File: src/rtl/scs8hd_a22oi_bist.sv
`timescale 1ns/1ps
// Purpose : self-test sequencer for one AOI22 cell (Y = !((A1&A2)|(B1&B2))).
//           It sweeps all 16 input vectors, waits a settle window, checks Y,
//           counts errors and folds every Y sample into a 16-bit MISR.
// Latency : DONE rises PASSES*16*(SETTLE_CYCLES+1) edges after the edge that samples START.
// Backpr. : none; START is honoured only in IDLE/DONE and ignored while BUSY.
// Ports   : CLK, RESET (sync, active-high), START, Y_IN (cell output)
//           -> A1/A2/B1/B2 (cell drives), BUSY, DONE, PASS, ERR_CNT,
//              ERR_FIRST_VEC, SIGNATURE. Every output comes from a flop.
module scs8hd_a22oi_bist #(
  parameter int unsigned SETTLE_CYCLES = 2,   // 1..255
  parameter int unsigned PASSES        = 1,   // 1..15
  parameter int unsigned ERR_W         = 8
) (
  input  logic             CLK,
  input  logic             RESET,
  input  logic             START,
  input  logic             Y_IN,
  output logic             A1,
  output logic             A2,
  output logic             B1,
  output logic             B2,
  output logic             BUSY,
  output logic             DONE,
  output logic             PASS,
  output logic [ERR_W-1:0] ERR_CNT,
  output logic [3:0]       ERR_FIRST_VEC,
  output logic [15:0]      SIGNATURE
);

  typedef enum logic [1:0] {
    S_IDLE   = 2'd0,
    S_SETTLE = 2'd1,
    S_SAMPLE = 2'd2,
    S_DONE   = 2'd3
  } state_t;

  localparam logic [7:0]       SETTLE_LOAD = 8'(SETTLE_CYCLES - 1);
  localparam logic [3:0]       LAST_PASS   = 4'(PASSES - 1);
  localparam logic [ERR_W-1:0] ERR_MAX     = '1;
  localparam logic [15:0]      MISR_SEED   = 16'hFFFF;
  localparam logic [15:0]      MISR_POLY   = 16'h1021;

  state_t      state;
  logic [7:0]  settle_cnt;
  logic [3:0]  pass_cnt;
  logic [3:0]  vec;

  // Sample-cycle evaluation. Y_IN only reaches flops through these terms.
  logic        exp_y;
  logic        mismatch;
  logic        y_one;
  logic        fb;
  logic [15:0] sig_next;
  logic        last_vec;

  always_comb begin
    exp_y    = ~((vec[3] & vec[2]) | (vec[1] & vec[0]));
    // Case inequality so that an X/Z from the cell is always a failure.
    mismatch = (Y_IN !== exp_y);
    // Only a clean 1 feeds the MISR as 1; X/Z fold in as 0.
    y_one    = (Y_IN === 1'b1);
    fb       = SIGNATURE[15] ^ y_one;
    sig_next = {SIGNATURE[14:0], 1'b0} ^ (fb ? MISR_POLY : 16'h0000);
    last_vec = (vec == 4'hF) && (pass_cnt == LAST_PASS);
  end

  always_ff @(posedge CLK) begin
    if (RESET) begin
      state         <= S_IDLE;
      settle_cnt    <= 8'd0;
      pass_cnt      <= 4'd0;
      vec           <= 4'd0;
      {A1, A2, B1, B2} <= 4'h0;
      BUSY          <= 1'b0;
      DONE          <= 1'b0;
      PASS          <= 1'b0;
      ERR_CNT       <= '0;
      ERR_FIRST_VEC <= 4'd0;
      SIGNATURE     <= MISR_SEED;
    end else begin
      case (state)
        S_IDLE, S_DONE: begin
          if (START) begin
            state         <= S_SETTLE;
            settle_cnt    <= SETTLE_LOAD;
            pass_cnt      <= 4'd0;
            vec           <= 4'd0;
            {A1, A2, B1, B2} <= 4'h0;
            BUSY          <= 1'b1;
            DONE          <= 1'b0;
            PASS          <= 1'b0;
            ERR_CNT       <= '0;
            ERR_FIRST_VEC <= 4'd0;
            SIGNATURE     <= MISR_SEED;
          end
        end

        S_SETTLE: begin
          if (settle_cnt == 8'd0) begin
            state <= S_SAMPLE;
          end else begin
            settle_cnt <= settle_cnt - 8'd1;
          end
        end

        S_SAMPLE: begin
          SIGNATURE <= sig_next;
          if (mismatch) begin
            if (ERR_CNT != ERR_MAX) begin
              ERR_CNT <= ERR_CNT + ERR_W'(1);
            end
            if (ERR_CNT == '0) begin
              ERR_FIRST_VEC <= vec;
            end
          end

          if (last_vec) begin
            state            <= S_DONE;
            {A1, A2, B1, B2} <= 4'h0;
            BUSY             <= 1'b0;
            DONE             <= 1'b1;
            // Final count is zero only if it was zero and this sample matched;
            // a saturating increment never wraps back to zero.
            PASS             <= (ERR_CNT == '0) && !mismatch;
          end else begin
            state            <= S_SETTLE;
            settle_cnt       <= SETTLE_LOAD;
            vec              <= vec + 4'd1;
            {A1, A2, B1, B2} <= vec + 4'd1;
            if (vec == 4'hF) begin
              pass_cnt <= pass_cnt + 4'd1;
            end
          end
        end

        default: begin
          state <= S_IDLE;
        end
      endcase
    end
  end

endmodule

File: config.mk
export PLATFORM = sky130hd
export DESIGN_NAME = scs8hd_a22oi_bist
export DESIGN_NICKNAME = d
export VERILOG_FILES = /design/src/rtl/scs8hd_a22oi_bist.sv
export SDC_FILE = /design/constraint.sdc
export NUM_CORES = 1
export LEC_CHECK = 0
export CORE_MARGIN = 2
export CORE_UTILIZATION = 30
export DETAILED_ROUTE_END_ITERATION = 16
export MAX_ROUTING_LAYER = met4
export PLACE_DENSITY = 0.51
export SETUP_SLACK_MARGIN = 0.3
export SLEW_MARGIN = 30
export SYNTH_ARGS = -nofsm -noshare
export SYNTH_HDL_FRONTEND = slang
export SYNTH_SLANG_ARGS = --single-unit
File: constraint.sdc
create_clock -name CLK -period 2.7 [get_ports CLK]
set_clock_uncertainty 0.1 [all_clocks]
set_input_delay 0.405 -clock CLK [delete_from_list [all_inputs] [get_ports CLK]]
set_output_delay 0.405 -clock CLK [all_outputs]
set_load 0.05 [all_outputs]
# Word-level counts from Yosys, hierarchy flattened
# Cells that the tools add are included.
# totals
elab_cells	97
output_inout_bits	35
ff_bits	53
# op_classes
bitwise_logic	6
reduce_logical	17
eq_ne	16
addsub	4
mux	40
# op_table
cell	count
two-way mux 8 bit	6
case mux 16 bit (2 select lines)	1
two-way mux 4 bit	6
case mux 4 bit (2 select lines)	3
case mux 8 bit (3 select lines)	1
inequality test 2 bit (second input constant)	9
zero test 8 bit	2
two-way mux 16 bit	1
case mux 8 bit (2 select lines)	1
bitwise XOR 16 x 13 -> 16 bit	1
case mux 1 bit (2 select lines)	7
two-way mux 13 bit	1
AND reduction 4 bit	3
two-way mux 1 bit	9
AND reduction 3 bit	3
adder 4 x 1 -> 4 bit (second input constant)	2
adder 8 x 1 -> 8 bit (second input constant)	1
inequality test 8 bit (second input constant)	1
subtractor 8 x 1 -> 8 bit (second input constant)	1
two-way mux 2 bit	3
case mux 2 bit (3 select lines)	1
== test 2 bit (second input constant)	2
== test 4 bit (second input constant)	1
zero test 4 bit	1
13 further kinds	16

# Logic depth before layout (Yosys ltp)
# depth
word_depth	8
mapped_depth	8
depth_no_buf	6

# Least setup slack after synthesis
# No wires, ideal clock.
# synth_path
path_kind	register to register
from	reg ERR_CNT[1]
to	reg ERR_CNT[0]
stages_incl_launch_ff	6
n_path_buf	0
required_time_ns	2.486
t_arrival_ns	1.789
period_less_slack_ns	2.003
setup_slack_ns	0.697
path_cell_list	dfxtp_1 > ha_1 > nand4_1 > o211a_1 > and3_1 > a21o_1
# synth_between
elab_chain_cells	3
# synth_lines
element	line_no	rtl
from (decl)	26	output logic [ERR_W-1:0] ERR_CNT,
from (signal assigned)	111	ERR_CNT <= ERR_CNT + ERR_W'(1);
inequality test 8 bit	110	if (ERR_CNT != ERR_MAX) begin
inequality test 2 bit (no line)	-	
AND reduction 4 bit (no line)	-	
# Every way passes these cells.
# A chain may end at the register's enable or synchronous reset.

# Final worst setup path
# layout_path
from	reg ERR_CNT[7]
to	out ERR_CNT[7]
# No word-level cell between the ends.

==> results.ini <==
[timing]
worst_pin_slew_ns = 0.535
fin_crit_ns = 2.17
setup_viol = 0
slew_headroom_pct = 64.1
fin_setup_tns_ns = 0
setup_slack_ns = 0.526
report.final.slew_viol_count = 0
fin_crit_sh_pct = 80.5
rsz0062_at_grt = false
hold_violations = 0
fmax_mhz = 460

[placed_design]
gp_congestion = 0.762
post-place-ws_ns = 0.409
dpl.hpwl_mm = 4.42
portBuffers = 38
placed_cell_area_um2 = 3110

[clock_tree]
cts_root_buffer = clkbuf_8
clk_pin_slew_ns = 0.11
htreeDepth = 2
clk_path_buf_depth = 2
cts_hold_buf = 0
cts_tree = done
clock-sinks = 53
post_cts_buffers = 0
clock_latency_ns = 0.31
cts_made_buffers = 5
ctsResizeCount = 0

[worst_setup_path]
arrival_ns = 1.67
crit_type = reg -> out
cp.depth = 1
crit_required_ns = 2.19
crit_slowest_cell = clkdlybuf4s50_1
cpPeakStageDelay_ns = 0.86
cp_top_family = buffers and inverters
cp_max_fo = 6
regToRegSetupSlack_ns = 0.54
crit_path_start_kind = flip-flop
cp_cell_sequence = clkdlybuf4s50_1
critical_path_buf_inv_count = 1
worstRegToRegCells = 6
crit_path_end_kind = output pin

[power_and_ir_drop]
irDropWorstVdd_v = 0.000414
fin_total_pwr_uw = 2760
power_density_nw_per_um2 = 860
power.static_leakage_uw = 0.00119

[die]
dieArea_um2 = 9480
die_h_um = 97.3
ios = 39
die_x_um = 97.3
initial_core_util_pct = 30.4
core_um2 = 8590
num_rows = 34

[synth]
yosysSeqAreaShare_pct = 40.6
yosys-top-cells-area = dfxtp_1 41%, nand2_1 6.3%, a21oi_1 5.4%
synthesis.area_um2 = 2610
synth_edf_count = 0
synth_cell_types = 54
synthCells = 311
ys_ff_latch = 53
synthArstFlopShare_pct = 0
syn_nets = 325
synth_warnings = 0
syn-mean-instance-area_um2 = 8.40
yosys.area.top_type = dfxtp_1
synth_ff_type = dfxtp_1
synth_top_area_share_pct = 40.6

[grt]
grt_usage_pct = 14.2
grt_overflow_total = 0
grt_start_max_net_pins = 24
antenna_found_initial = 0
grt_pass1_vias = 2304
grt_pass1_wl_mm = 11.1

[cells_and_area]
final_common_cell = dfxtp_1
fin_area_um2 = 3200
drive_gt1_share_pct = 8.38
syn_to_final_growth_pct = 22.5
fin_util_pct = 37.3
final_cell_mix = 53 x dfxtp_1, 44 x nand2_1, 38 x clkdlybuf4s50_1
nNetsFinal = 359
num_antenna_cells = 0

[routing]
viasPerCell = 5.31
drt_wl_total_mm = 6.43
antenna_left = 0
wl_per_cell_um = 14.2
drt-initial-drc-count = 118
num_vias = 2412
drc = 0
drt-pass1-iter-count = 4

[status]
outcome = completed

[min_path]
hold_depth = 2
hold_class = reg -> reg

[job]
maxCapViolCount = 0

-- path summary, 6_finish.rpt --
check	start	endpoint
setup reg to reg	state[0]	PASS
hold reg to reg	B2	B2
hold / removal	B2	B2
setup / recovery	ERR_CNT[7]	ERR_CNT[7]
-- power by group --
part	switching, µW	total, µW	internal [µW]	leakage (µW)
sequential	113	1020	908	0.000431
clock	294	483	189	0.0000423
combinational	786	1250	466	0.000718
-- area by class of cell --
type	count	area [µm²]
clock buffer	5	68.8
clock inverter	3	26.3
fill	900	5390
inverter	11	41.3
multi-input combinational	227	1420
sequential	53	1060
tap	108	135
timing repair buffer	47	448
-- per-layer routing --
metal / track usage [%] / routed length [µm] / up-vias
li1: - / - / 1206
met1: 19.8 / 3240 / 1153
met2: 21.9 / 2890 / 51
met3: 2.16 / 268 / 2
met4: 3.21 / 28 / 0
met5: - / 0 / -
-- through the flow --
step                      hold WS (ns)  std cells
after floorplan                  0.347        311
after global placement           0.344        446
after detailed placement         0.353        446
after CTS                        0.371        454
after global routing             0.386        454
final                            0.365        454
-- synthesized netlist by cell type, drive strengths merged (9+ instances only) --
master  instances
a21oi          29
a31oi           9
buf            11
clkbuf          9
dfxtp          53
ha             10
inv            11
nand2          44
nand3          23
nor2           12
o21ai          10
o31ai           9
-- state kept, by name, summed over array words and instances (netlist names) --
name and count:
ERR_CNT 8, settle_cnt 8, ERR_FIRST_VEC 4, SIGNATURE 16, PASS 1, B1 1, state 2, A2 1
vec 4, B2 1, BUSY 1, A1 1, DONE 1, pass_cnt 4
-- logic make-up (layout without fill, tap and decap cells) --
group	count (synthesis)	in the layout	synth area share [%]
xor gates and xnor gates	7	7	2.63
muxes	2	2	0.814
adders and majority gates	10	10	4.79
buffers and inverters	31	66	5.12
AOI/OAI and AO/OA	87	87	22.6
DFF	53	53	40.6
and+or+nand+nor	121	121	23.4
Power figures use the tool's default switching activity.
